`src/rtl/uart_rx_deserializer.sv`:
```
// UART receiver: synchronizes and oversamples rxIn, recovers start/data/parity/stop framing
// and hands each word to the consumer over a valid/ready holding register.
module uart_rx_deserializer #(
  parameter int CLK_HZ       = 1_843_200,
  parameter int BAUD_RATE    = 9600,
  parameter int OVERSAMPLING = 16,
  parameter int DATA_WIDTH   = 8
) (
  input  logic                  clk,
  input  logic                  reset,
  input  logic                  rxIn,
  input  logic [3:0]            cfgDataBits,
  input  logic                  cfgParityEn,
  input  logic                  cfgParityType,
  input  logic [1:0]            cfgStopBits,
  output logic [DATA_WIDTH-1:0] rxData,
  output logic                  rxParityErr,
  output logic                  rxFrameErr,
  output logic                  rxValid,
  input  logic                  rxReady,
  output logic                  overrunErr,
  output logic [2:0]            dbgState
);
  // Handshake: a word transfers on every rising clk edge where rxValid && rxReady are both 1;
  // rxValid/rxData/status stay stable until that transfer, and rxReady may change freely.
  localparam int TICK_DIV = CLK_HZ / (BAUD_RATE * OVERSAMPLING);
  localparam int DW = (TICK_DIV > 1) ? $clog2(TICK_DIV) : 1;
  localparam int TW = $clog2(OVERSAMPLING);
  localparam logic [DW-1:0] DIV_M1  = DW'(TICK_DIV - 1);
  localparam logic [TW-1:0] HALF_M1 = TW'(OVERSAMPLING / 2 - 1);
  localparam logic [TW-1:0] FULL_M1 = TW'(OVERSAMPLING - 1);

  typedef enum logic [2:0] {IDLE = 3'd0, START = 3'd1, DATA = 3'd2, PARITY = 3'd3, STOP = 3'd4} state_e;

  state_e                state_q, state_d;
  logic                  sync1_q, sync2_q, sync3_q;
  logic [DW-1:0]         div_q, div_d;
  logic [TW-1:0]         tick_cnt_q, tick_cnt_d;
  logic [3:0]            bit_cnt_q, bit_cnt_d;
  logic [3:0]            nbits_q, nbits_d, nbits_cfg;
  logic                  par_en_q, par_en_d, par_type_q, par_type_d, two_stop_q, two_stop_d;
  logic                  stop_cnt_q, stop_cnt_d;
  logic [DATA_WIDTH-1:0] shift_q, shift_d;
  logic                  perr_q, perr_d, ferr_q, ferr_d, done_q, done_d;
  logic [DATA_WIDTH-1:0] data_q;
  logic                  valid_q, pout_q, fout_q, ovr_q;
  logic                  start_edge, tick, sample_pt, last_data, last_stop;

  assign start_edge = (state_q == IDLE) && sync3_q && !sync2_q;
  assign tick       = (div_q == DIV_M1);
  assign sample_pt  = tick && (tick_cnt_q == ((state_q == START) ? HALF_M1 : FULL_M1));
  assign last_data  = (bit_cnt_q == nbits_q - 4'd1);
  assign last_stop  = (stop_cnt_q == two_stop_q);
  assign nbits_cfg  = (cfgDataBits >= 4'd5 && cfgDataBits <= 4'd8) ? cfgDataBits : 4'd8;

  always_ff @(posedge clk) begin
    if (reset) begin
      sync1_q <= 1'b1;
      sync2_q <= 1'b1;
      sync3_q <= 1'b1;
      state_q <= IDLE;
    end else begin
      sync1_q <= rxIn;
      sync2_q <= sync1_q;
      sync3_q <= sync2_q;
      state_q <= state_d;
    end
  end

  always_comb begin
    state_d = state_q;
    case (state_q)
      IDLE:    if (start_edge) state_d = START;
      START:   if (sample_pt) state_d = sync2_q ? IDLE : DATA;
      DATA:    if (sample_pt && last_data) state_d = par_en_q ? PARITY : STOP;
      PARITY:  if (sample_pt) state_d = STOP;
      STOP:    if (sample_pt && last_stop) state_d = IDLE;
      default: state_d = IDLE;
    endcase
  end

  always_comb begin
    div_d      = tick ? '0 : div_q + DW'(1);
    tick_cnt_d = tick_cnt_q;
    bit_cnt_d  = bit_cnt_q;
    nbits_d    = nbits_q;
    par_en_d   = par_en_q;
    par_type_d = par_type_q;
    two_stop_d = two_stop_q;
    stop_cnt_d = stop_cnt_q;
    shift_d    = shift_q;
    perr_d     = perr_q;
    ferr_d     = ferr_q;
    done_d     = 1'b0;
    if (start_edge) begin
      // Frame config is captured once here so mid-frame changes cannot corrupt the word.
      div_d      = '0;
      tick_cnt_d = '0;
      bit_cnt_d  = '0;
      stop_cnt_d = 1'b0;
      shift_d    = '0;
      perr_d     = 1'b0;
      ferr_d     = 1'b0;
      nbits_d    = nbits_cfg;
      par_en_d   = cfgParityEn;
      par_type_d = cfgParityType;
      two_stop_d = (cfgStopBits == 2'd2);
    end else if (state_q != IDLE && tick) begin
      tick_cnt_d = sample_pt ? '0 : tick_cnt_q + TW'(1);
      if (sample_pt) begin
        case (state_q)
          DATA: begin
            shift_d   = shift_q | (DATA_WIDTH'(sync2_q) << bit_cnt_q);
            bit_cnt_d = bit_cnt_q + 4'd1;
          end
          PARITY: perr_d = (^shift_q) ^ sync2_q ^ par_type_q;
          STOP: begin
            if (!sync2_q) ferr_d = 1'b1;
            stop_cnt_d = 1'b1;
            done_d     = last_stop;
          end
          default: ;
        endcase
      end
    end
  end

  always_ff @(posedge clk) begin
    if (reset) begin
      div_q      <= '0;
      tick_cnt_q <= '0;
      bit_cnt_q  <= '0;
      nbits_q    <= '0;
      par_en_q   <= 1'b0;
      par_type_q <= 1'b0;
      two_stop_q <= 1'b0;
      stop_cnt_q <= 1'b0;
      shift_q    <= '0;
      perr_q     <= 1'b0;
      ferr_q     <= 1'b0;
      done_q     <= 1'b0;
    end else begin
      div_q      <= div_d;
      tick_cnt_q <= tick_cnt_d;
      bit_cnt_q  <= bit_cnt_d;
      nbits_q    <= nbits_d;
      par_en_q   <= par_en_d;
      par_type_q <= par_type_d;
      two_stop_q <= two_stop_d;
      stop_cnt_q <= stop_cnt_d;
      shift_q    <= shift_d;
      perr_q     <= perr_d;
      ferr_q     <= ferr_d;
      done_q     <= done_d;
    end
  end

  // Holding register: a completed word loads if the slot is empty or is being popped now.
  always_ff @(posedge clk) begin
    if (reset) begin
      data_q  <= '0;
      pout_q  <= 1'b0;
      fout_q  <= 1'b0;
      valid_q <= 1'b0;
      ovr_q   <= 1'b0;
    end else begin
      ovr_q <= 1'b0;
      if (done_q && (!valid_q || rxReady)) begin
        data_q  <= shift_q;
        pout_q  <= perr_q;
        fout_q  <= ferr_q;
        valid_q <= 1'b1;
      end else if (done_q) begin
        ovr_q <= 1'b1;
      end else if (valid_q && rxReady) begin
        valid_q <= 1'b0;
      end
    end
  end

  assign rxData      = data_q;
  assign rxParityErr = pout_q;
  assign rxFrameErr  = fout_q;
  assign rxValid     = valid_q;
  assign overrunErr  = ovr_q;
  assign dbgState    = state_q;
endmodule
```
`config.mk`:
```
export PLATFORM = sky130hd
export DESIGN_NAME = uart_rx_deserializer
export DESIGN_NICKNAME = d
export VERILOG_FILES = /design/src/rtl/uart_rx_deserializer.sv
export SDC_FILE = /design/constraint.sdc
export NUM_CORES = 1
export LEC_CHECK = 0
export BUFFER_PORTS_ARGS = -buffer_cell sky130_fd_sc_hd__buf_2
export CAP_MARGIN = 20
export CORE_UTILIZATION = 45
export DETAILED_ROUTE_END_ITERATION = 7
export GPL_TIMING_DRIVEN = 0
export SYNTH_ARGS = -nofsm -noshare
export SYNTH_HDL_FRONTEND = slang
export SYNTH_SLANG_ARGS = --single-unit
```
`constraint.sdc`:
```
create_clock -name clk -period 6.07 [get_ports clk]
set_input_delay 0.3035 -clock clk [delete_from_list [all_inputs] [get_ports clk]]
set_output_delay 0.3035 -clock clk [all_outputs]
set_load 0.01 [all_outputs]
```
==> tab_implementation.tex, run 1 <==
\begin{tabular}{lr}
\hline
Metric & Value \\
\hline
\multicolumn{2}{l}{\textbf{Outcome}} \\
Result of the run & complete, no violations \\
\multicolumn{2}{l}{\textbf{Critical path}} \\
Type of element capturing the critical path & flip-flop \\
Setup crit start kind & flip-flop \\
Crit path required time & 6.31 ns \\
Worst setup path category & reg -> reg \\
Critical path arrival & 2.33 ns \\
Highest net fanout along the worst path & 4 \\
Depth of the worst register-to-register path & 6 \\
\multicolumn{2}{l}{\textbf{Run}} \\
Number of max-cap violations & 0 \\
\multicolumn{2}{l}{\textbf{Hold path}} \\
Class of the tightest hold or removal check & in -> reg \\
Worst hold stages & 2 \\
\multicolumn{2}{l}{\textbf{GRT}} \\
Number of antenna violations at the first check in global routing & 0 \\
Gr usage total & 0.180 \\
Largest net degree at the start of global routing & 16 \\
Wire length of the first global-routing pass & 7110 µm \\
Overflow left after global routing & 0 \\
Number of global-route vias before repair & 1606 \\
\multicolumn{2}{l}{\textbf{Timing}} \\
Hold slack & 0.177 ns \\
Final Hold Fails & 0 \\
Total negative slack & 0 ns \\
Headroom to the max-slew limit & 0.517 \\
Final count of pins violating max slew & 0 \\
Clock skew & 0.00246 ns \\
Fraction of the cycle the final worst path needs & 0.344 \\
Final critical-path required period & 2.09 ns \\
Unrepaired setup endpoints after global routing & false \\
Worst slew pin tran & 0.724 ns \\
Final worst slack & 3.98 ns \\
Count of endpoints failing setup in the final report & 0 \\
Achievable frequency & 478 MHz \\
\multicolumn{2}{l}{\textbf{Final layout}} \\
Antenna Diode Count & 0 \\
Total number of nets in the final design & 292 \\
Post-layout util & 0.548 \\
Share of layout cells above drive strength 1 & 0.152 \\
Design Area, Final & 2470 µm² \\
Area grow syn2layout & 13.0\% \\
\multicolumn{2}{l}{\textbf{Placement}} \\
DP Area & 2380 µm² \\
GPL Wtd Cong & 0.799 \\
I/O Buffers & 26 \\
Final HPWL DP & 2870 µm \\
Worst slack, placed & 3.99 ns \\
\multicolumn{2}{l}{\textbf{Logic synthesis}} \\
Number of flops mapped to enable cells by yosys & 0 \\
Fraction of registers with async set/reset & 0 \\
Distinct cell type count after synthesis & 40 \\
Sequential element share of the synthesized area & 0.449 \\
Synthesized instance count & 243 \\
Synth warnings & 0 \\
Post-Synthesis Mean Instance Area & 8.98 µm² \\
Total nets after synthesis & 259 \\
Post-synthesis cell area & 2180 µm² \\
Cells taking the most area after synthesis & dfxtp\_1 45\%, xnor2\_1 6.8\%, nor2\_1 6.2\% \\
Synth Flop Type & dfxtp\_1 \\
Area share of the largest cell type after synthesis & 0.449 \\
Post-synthesis sequential element count & 49 \\
Dominant cell type by area after synthesis & dfxtp\_1 \\
\multicolumn{2}{l}{\textbf{Detailed routing}} \\
Number of routed nets with antenna violations & 0 \\
Wirelength per Cell & 12.5 µm \\
Final routed DRC violation total & 0 \\
Average via count per standard cell & 5.09 \\
Starting DRT DRC Count & 110 \\
Post-detailed-routing wire length & 4130 µm \\
Number of optimization iterations in the first detailed-route pass & 4 \\
Total via count after detailed routing & 1673 \\
\multicolumn{2}{l}{\textbf{Power}} \\
Total power density per cell area & 222 nW/µm² \\
Maximum VDD drop & 0.138 mV \\
Leakage Power & 0.00104 µW \\
\multicolumn{2}{l}{\textbf{Clocking}} \\
Number of sinks driven by the clock tree & 49 \\
Post-cts resize count & 0 \\
Clock input transition at the sequential cells of the worst setup and hold paths & 0.09 ns \\
TritonCTS clock tree & built \\
Post-CTS Setup Repair Bufs & 0 \\
Clock latency at the later pin of the worst-skew pair & 0.30 ns \\
H-tree lvl count & 2 \\
Total clock buffers created by CTS & 5 \\
Max Buffers Root-to-Sink & 2 \\
Hold-fix buffers at CTS & 0 \\
CTS root buf & clkbuf\_8 \\
\multicolumn{2}{l}{\textbf{Floorplanning}} \\
Effective utilization at floorplan & 0.485 \\
Core Footprint & 4500 µm² \\
I/O pin cnt & 27 \\
Area enclosed by the die boundary & 5130 µm² \\
Die boundary width & 71.7 µm \\
Rows & 24 \\
DIE HEIGHT & 71.7 µm \\
\hline
\end{tabular}
## placed cells by master (no fill, tap or decap), drive strengths merged, types with 2 or more instances in the layout
cell / instances
nand2b: 4
nand3b: 2
xor2: 5
nand3: 11
a21oi: 15
nor3b: 3
nand2: 15
nor2b: 5
nor4b: 2
buf: 30
clkinvlp: 2
or2: 4
mux2i: 13
o21a: 9
nor3: 5
o21ai: 6
nor2: 36
and3: 5
clkbuf: 15
dfxtp: 49
inv: 7
xnor2: 18
ha: 4
## report_power, final
group,switching (µW),internal [µW]
combinational,16.1,12.4
clock,110,81.3
sequential,3.03,325
total,130,419
## layout make-up
cell class	count	area, µm²
clock buffers	6	72.6
fillers	429	2040
flip-flops and latches	49	981
clock inverters	2	15.0
well taps	52	65.1
repair buffers	26	130
multi-input cells	174	1120
plain buffers	13	52.6
inverters	7	26.3
## critical path, stage by stage, from the launching register on
cell,delay (ns)
dfxtp_1,0.41
inv_1,0.06
ha_1,0.30
xnor2_1,0.13
o41a_1,0.44
or4b_1,0.53
a21oi_1,0.15
## sequential cells by signal (all words and copies together) (netlist names)
signal	count
par_type_q	1
nbits_q	4
two_stop_q	1
sync3_q	1
perr_q	1
sync2_q	1
shift_q	8
stop_cnt_q	1
overrunErr	1
rxData	8
rxFrameErr	1
rxValid	1
dbgState	3
rxParityErr	1
done_q	1
par_en_q	1
tick_cnt_q	4
sync1_q	1
div_q	4
bit_cnt_q	4
ferr_q	1
## through the flow
| stage | total power [µW] | cells |
|---|---|---|
| 2_1_floorplan | 355 | 243 |
| 3_3_place_gp | 365 | 321 |
| 3_5_place_dp | 365 | 321 |
| 4_1_cts | 559 | 329 |
| 5_1_grt | 574 | 329 |
| 6_report | 548 | 329 |
## metal layers
metal,GRT usage,vias up,share of wire
met3,0.0380,8,0.041
met1,0.236,737,0.51
met5,0,-,0
met2,0.287,43,0.43
li1,-,885,-
met4,0.0784,0,0.019
## cell usage after synthesis (2+ instances only)
master,number
nand2_1,15
inv_1,7
buf_2,3
nand3_1,11
nor3_1,4
nand3b_1,2
dfxtp_1,49
o21ai_0,4
ha_1,4
mux2i_1,13
nand2b_1,4
or2_2,3
nor2_1,36
o21ai_1,2
o21a_1,9
a21oi_1,15
nor3b_1,3
and3_1,5
xor2_1,5
xnor2_1,17
nor2b_1,5
clkbuf_1,9
## final timing paths
check	startpoint	endpoint	slack, ns
max	nbits_q[0]	dbgState[2]	3.98
min	rxIn	sync1_q	0.18
max reg2reg	nbits_q[0]	dbgState[2]	3.98
min reg2reg	sync1_q	sync2_q	0.42
## kinds of logic (layout without fill, tap and decap cells)
logic type | count (synthesis) | in the layout | share of synthesized area
buffers and inverters | 20 | 54 | 0.0361
XOR/XNOR | 23 | 23 | 0.0957
adder cells (fa/ha/maj) | 4 | 4 | 0.0229
multiplexers | 13 | 13 | 0.0596
flip-flops | 49 | 49 | 0.449
AND/OR/NAND/NOR | 97 | 97 | 0.229
AO/OA/AOI/OAI | 37 | 37 | 0.108
Power figures use the tool's default switching activity.
==> run 2: changes to the inputs <==
ABC_AREA = 1   (was default)
clock period = 2 ns   (was 6.07 ns; I/O delays follow)
==> run 2 against run 1 <==
Synthesized cell count rose by 23%. Combinational power grew to 13 times the previous value. Register-to-register slack got worse by 3.6 ns. Critical path depth rose by 5. Via count grew 13%. Hold slack lost 0.16 ns. Power rose to 4.0 times the previous value.
==> tab_implementation.tex, run 2 <==
\begin{tabular}{lr}
\hline
Metric & Value \\
\hline
\multicolumn{2}{l}{\textbf{Floorplanning}} \\
Effective utilization at floorplan & 0.478 (was 0.485) \\
I/O pin cnt & 27 (unchanged) \\
DIE HEIGHT & 73.6 µm (was 71.7 µm) \\
Core Footprint & 4820 µm² (was 4500 µm²) \\
Rows & 25 (was 24) \\
Die boundary width & 73.6 µm (was 71.7 µm) \\
Area enclosed by the die boundary & 5410 µm² (was 5130 µm²) \\
\multicolumn{2}{l}{\textbf{Clocking}} \\
H-tree lvl count & 2 (unchanged) \\
Post-CTS Setup Repair Bufs & 0 (unchanged) \\
CTS root buf & clkbuf\_8 (unchanged) \\
Number of sinks driven by the clock tree & 49 (unchanged) \\
Clock latency at the later pin of the worst-skew pair & 0.30 ns (about the same) \\
Max Buffers Root-to-Sink & 2 (unchanged) \\
Clock input transition at the sequential cells of the worst setup and hold paths & 0.09 ns (about the same) \\
TritonCTS clock tree & built (unchanged) \\
Total clock buffers created by CTS & 5 (unchanged) \\
\multicolumn{2}{l}{\textbf{Logic synthesis}} \\
Multiplexer area fraction after synthesis & 0 (was 0.0596) \\
Synth Flop Type & dfxtp\_1 (unchanged) \\
Cells taking the most area after synthesis & dfxtp\_1 43\%, nand2\_1 9.1\%, inv\_1 6.2\% (was dfxtp\_1 45\%, xnor2\_1 6.8\%, nor2\_1 6.2\%) \\
Number of flops mapped to enable cells by yosys & 0 (unchanged) \\
Post-Synthesis Mean Instance Area & 7.73 µm² (was 8.98 µm²) \\
Synthesized instance count & 298 (was 243) \\
Synth Area in Compound Gates & 0.147 (was 0.108) \\
Area share of and/or/nand/nor cells after synthesis & 0.270 (was 0.229) \\
Distinct cell type count after synthesis & 32 (was 40) \\
Xor/xnor cell area share of the yosys netlist & 0.0380 (was 0.0957) \\
Library cell with the highest instance count after synthesis & nand2\_1 (was dfxtp\_1) \\
Total nets after synthesis & 314 (was 259) \\
Largest family of logic cells by synthesized area & simple AND/OR/NAND/NOR gates (unchanged) \\
Dominant cell type by area after synthesis & dfxtp\_1 (unchanged) \\
Commonest cells post-synth & 56 x nand2\_1, 49 x dfxtp\_1, 38 x inv\_1 (was 49 x dfxtp\_1, 36 x nor2\_1, 17 x xnor2\_1) \\
Area share of the largest cell type after synthesis & 0.426 (was 0.449) \\
Area share of fa/ha/maj cells after synthesis & 0.0217 (was 0.0229) \\
Sequential element share of the synthesized area & 0.426 (was 0.449) \\
Post-synthesis cell area & 2300 µm² (was 2180 µm²) \\
Fraction of registers with async set/reset & 0 (unchanged) \\
Synth warnings & 0 (unchanged) \\
Post-synthesis sequential element count & 49 (unchanged) \\
\multicolumn{2}{l}{\textbf{Timing}} \\
Total negative slack & 0 ns (unchanged) \\
Fraction of the cycle the final worst path needs & 0.815 (was 0.344) \\
Worst slew pin tran & 0.419 ns (was 0.724 ns) \\
Unrepaired setup endpoints after global routing & false (unchanged) \\
Final critical-path required period & 1.63 ns (was 2.09 ns) \\
Final count of pins violating max slew & 0 (unchanged) \\
Final Hold Fails & 0 (unchanged) \\
Count of endpoints failing setup in the final report & 0 (unchanged) \\
Headroom to the max-slew limit & 0.721 (was 0.517) \\
Achievable frequency & 613 MHz (was 478 MHz) \\
Hold slack & 0.0175 ns (was 0.177 ns) \\
Clock skew & 0.00806 ns (was 0.00246 ns) \\
\multicolumn{2}{l}{\textbf{Final layout}} \\
Area grow syn2layout & 15.4\% (was 13.0\%) \\
Leading cell type in the layout, fill and taps excluded & nand2\_1 (was dfxtp\_1) \\
Post-layout util & 0.552 (was 0.548) \\
Highest-count cells in the layout ignoring fill and taps & 56 x nand2\_1, 49 x dfxtp\_1, 38 x inv\_1, 27 x buf\_2, 22 x nor2\_1 (was 49 x dfxtp\_1, 36 x nor2\_1, 29 x buf\_2, 17 x xnor2\_1) \\
Share of layout cells above drive strength 1 & 0.231 (was 0.152) \\
Fillers & 488 (was 429) \\
Antenna Diode Count & 0 (unchanged) \\
Total number of nets in the final design & 349 (was 292) \\
Design Area, Final & 2660 µm² (was 2470 µm²) \\
\multicolumn{2}{l}{\textbf{Detailed routing}} \\
Average via count per standard cell & 4.71 (was 5.09) \\
Total via count after detailed routing & 1889 (was 1673) \\
Number of optimization iterations in the first detailed-route pass & 4 (unchanged) \\
Wirelength per Cell & 10.6 µm (was 12.5 µm) \\
Starting DRT DRC Count & 66 (was 110) \\
Final routed DRC violation total & 0 (unchanged) \\
Post-detailed-routing wire length & 4240 µm (was 4130 µm) \\
Number of routed nets with antenna violations & 0 (unchanged) \\
\multicolumn{2}{l}{\textbf{GRT}} \\
Number of antenna violations at the first check in global routing & 0 (unchanged) \\
Number of global-route vias before repair & 1648 (was 1606) \\
Gr usage total & 0.178 (was 0.180) \\
Wire length of the first global-routing pass & 7370 µm (was 7110 µm) \\
Overflow left after global routing & 0 (unchanged) \\
Largest net degree at the start of global routing & 16 (unchanged) \\
\multicolumn{2}{l}{\textbf{Critical path}} \\
Highest net fanout along the worst path & 4 (unchanged) \\
Worst setup path category & reg -> reg (unchanged) \\
Critical path arrival & 1.88 ns (was 2.33 ns) \\
Worst path top cell family by delay & simple AND/OR/NAND/NOR gates (was compound AO/OA/AOI/OAI gates) \\
Slowest library cell on the worst path & dfxtp\_1 (was or4b\_1) \\
Maximum cell stage delay along the critical path & 0.35 ns (was 0.53 ns) \\
List of cells traversed by the critical path & inv\_1 > ha\_1 > xor2\_1 > nand2\_1 > nor2\_1 > nand2\_1 > nand2\_1 > nand3\_1 > nand2\_1 > nand2\_1 > nor2\_1 (was inv\_1 > ha\_1 > xnor2\_1 > o41a\_1 > or4b\_1 > a21oi\_1) \\
Buffers and inverters on the worst path & 1 (unchanged) \\
Setup crit start kind & flip-flop (unchanged) \\
Type of element capturing the critical path & flip-flop (unchanged) \\
Crit path required time & 2.25 ns (was 6.31 ns) \\
Dominant cell type by count on the critical path & nand2\_1 \\
\multicolumn{2}{l}{\textbf{Power}} \\
Maximum VDD drop & 0.373 mV (was 0.138 mV) \\
Total power after layout & 2170 µW (was 548 µW) \\
Total power density per cell area & 816 nW/µm² (was 222 nW/µm²) \\
Leakage Power & 0.00115 µW (was 0.00104 µW) \\
\multicolumn{2}{l}{\textbf{Placement}} \\
Final HPWL DP & 3230 µm (was 2870 µm) \\
DP Area & 2520 µm² (was 2380 µm²) \\
I/O Buffers & 26 (unchanged) \\
GPL Wtd Cong & 0.800 (was 0.799) \\
\multicolumn{2}{l}{\textbf{Outcome}} \\
Result of the run & complete, no violations (unchanged) \\
\multicolumn{2}{l}{\textbf{Hold path}} \\
Class of the tightest hold or removal check & in -> reg (unchanged) \\
\multicolumn{2}{l}{\textbf{Run}} \\
Number of max-cap violations & 0 (unchanged) \\
\hline
\end{tabular}
-- run 2: power breakdown --
group          total (µW)  internal (µW)  switching [µW]
sequential           1060           1010            43.7
combinational         372            137             235
clock                 741            407             334
total                2170           1560             613
-- run 2: through the flow --
stage | cells | setup slack (ns)
3_3_place_gp | 391 | 0.370
6_report | 401 | 0.370
3_5_place_dp | 391 | 0.396
5_1_grt | 401 | 0.137
2_1_floorplan | 298 | 0.552
4_1_cts | 401 | 0.370
-- run 2: path summary, 6_finish.rpt --
kind	start	end	slack, ns	cells after the start
max	nbits_q[0]	dbgState[2]	0.37	11
min	reset	dbgState[1]	0.02	2
max reg2reg	nbits_q[0]	dbgState[2]	0.37	11
min reg2reg	sync1_q	sync2_q	0.42	1
-- run 2: repair_timing --
action	in CTS	in global routing
endpoints found under the hold margin	2	0
hold buffers	2	0
resized for setup	0	0
-- run 2: worst register-to-register path: cells and delay by family, from the launching register on --
family | cells | cell delay, ns
flip-flops | 1 | 0.35
XOR/XNOR | 1 | 0.13
buffers and inverters | 1 | 0.07
adder cells (fa/ha/maj) | 1 | 0.30
AND/OR/NAND/NOR | 8 | 0.71
-- run 2: routing by layer --
metal | vias to the layer above | global-route usage | wire length, µm
met5 | - | 0 | 0
met3 | 8 | 0.0288 | 119
li1 | 1031 | - | -
met2 | 32 | 0.270 | 1850
met4 | 0 | 0.0812 | 78
met1 | 818 | 0.247 | 2200
-- run 2: cell families (layout without fill, tap and decap cells) --
kind of cell,after synthesis,in the layout
AND/OR/NAND/NOR,129,129
buffers and inverters,50,86
XOR/XNOR,10,10
AO/OA/AOI/OAI,56,56
adder cells (fa/ha/maj),4,4
flip-flops,49,49
-- run 2: final cells by class --
cell class                      count  area, µm²  share of cell area
Multi-Input combinational cell    199       1100               0.413
Sequential cell                    49        981               0.369
Inverter                           44        170              0.0640
Timing Repair Buffer               28        150              0.0565
Tap cell                           67       83.8              0.0315
Clock buffer                        6       82.6              0.0311
Buffer                              6       55.1              0.0207
Clock inverter                      2       37.5              0.0141
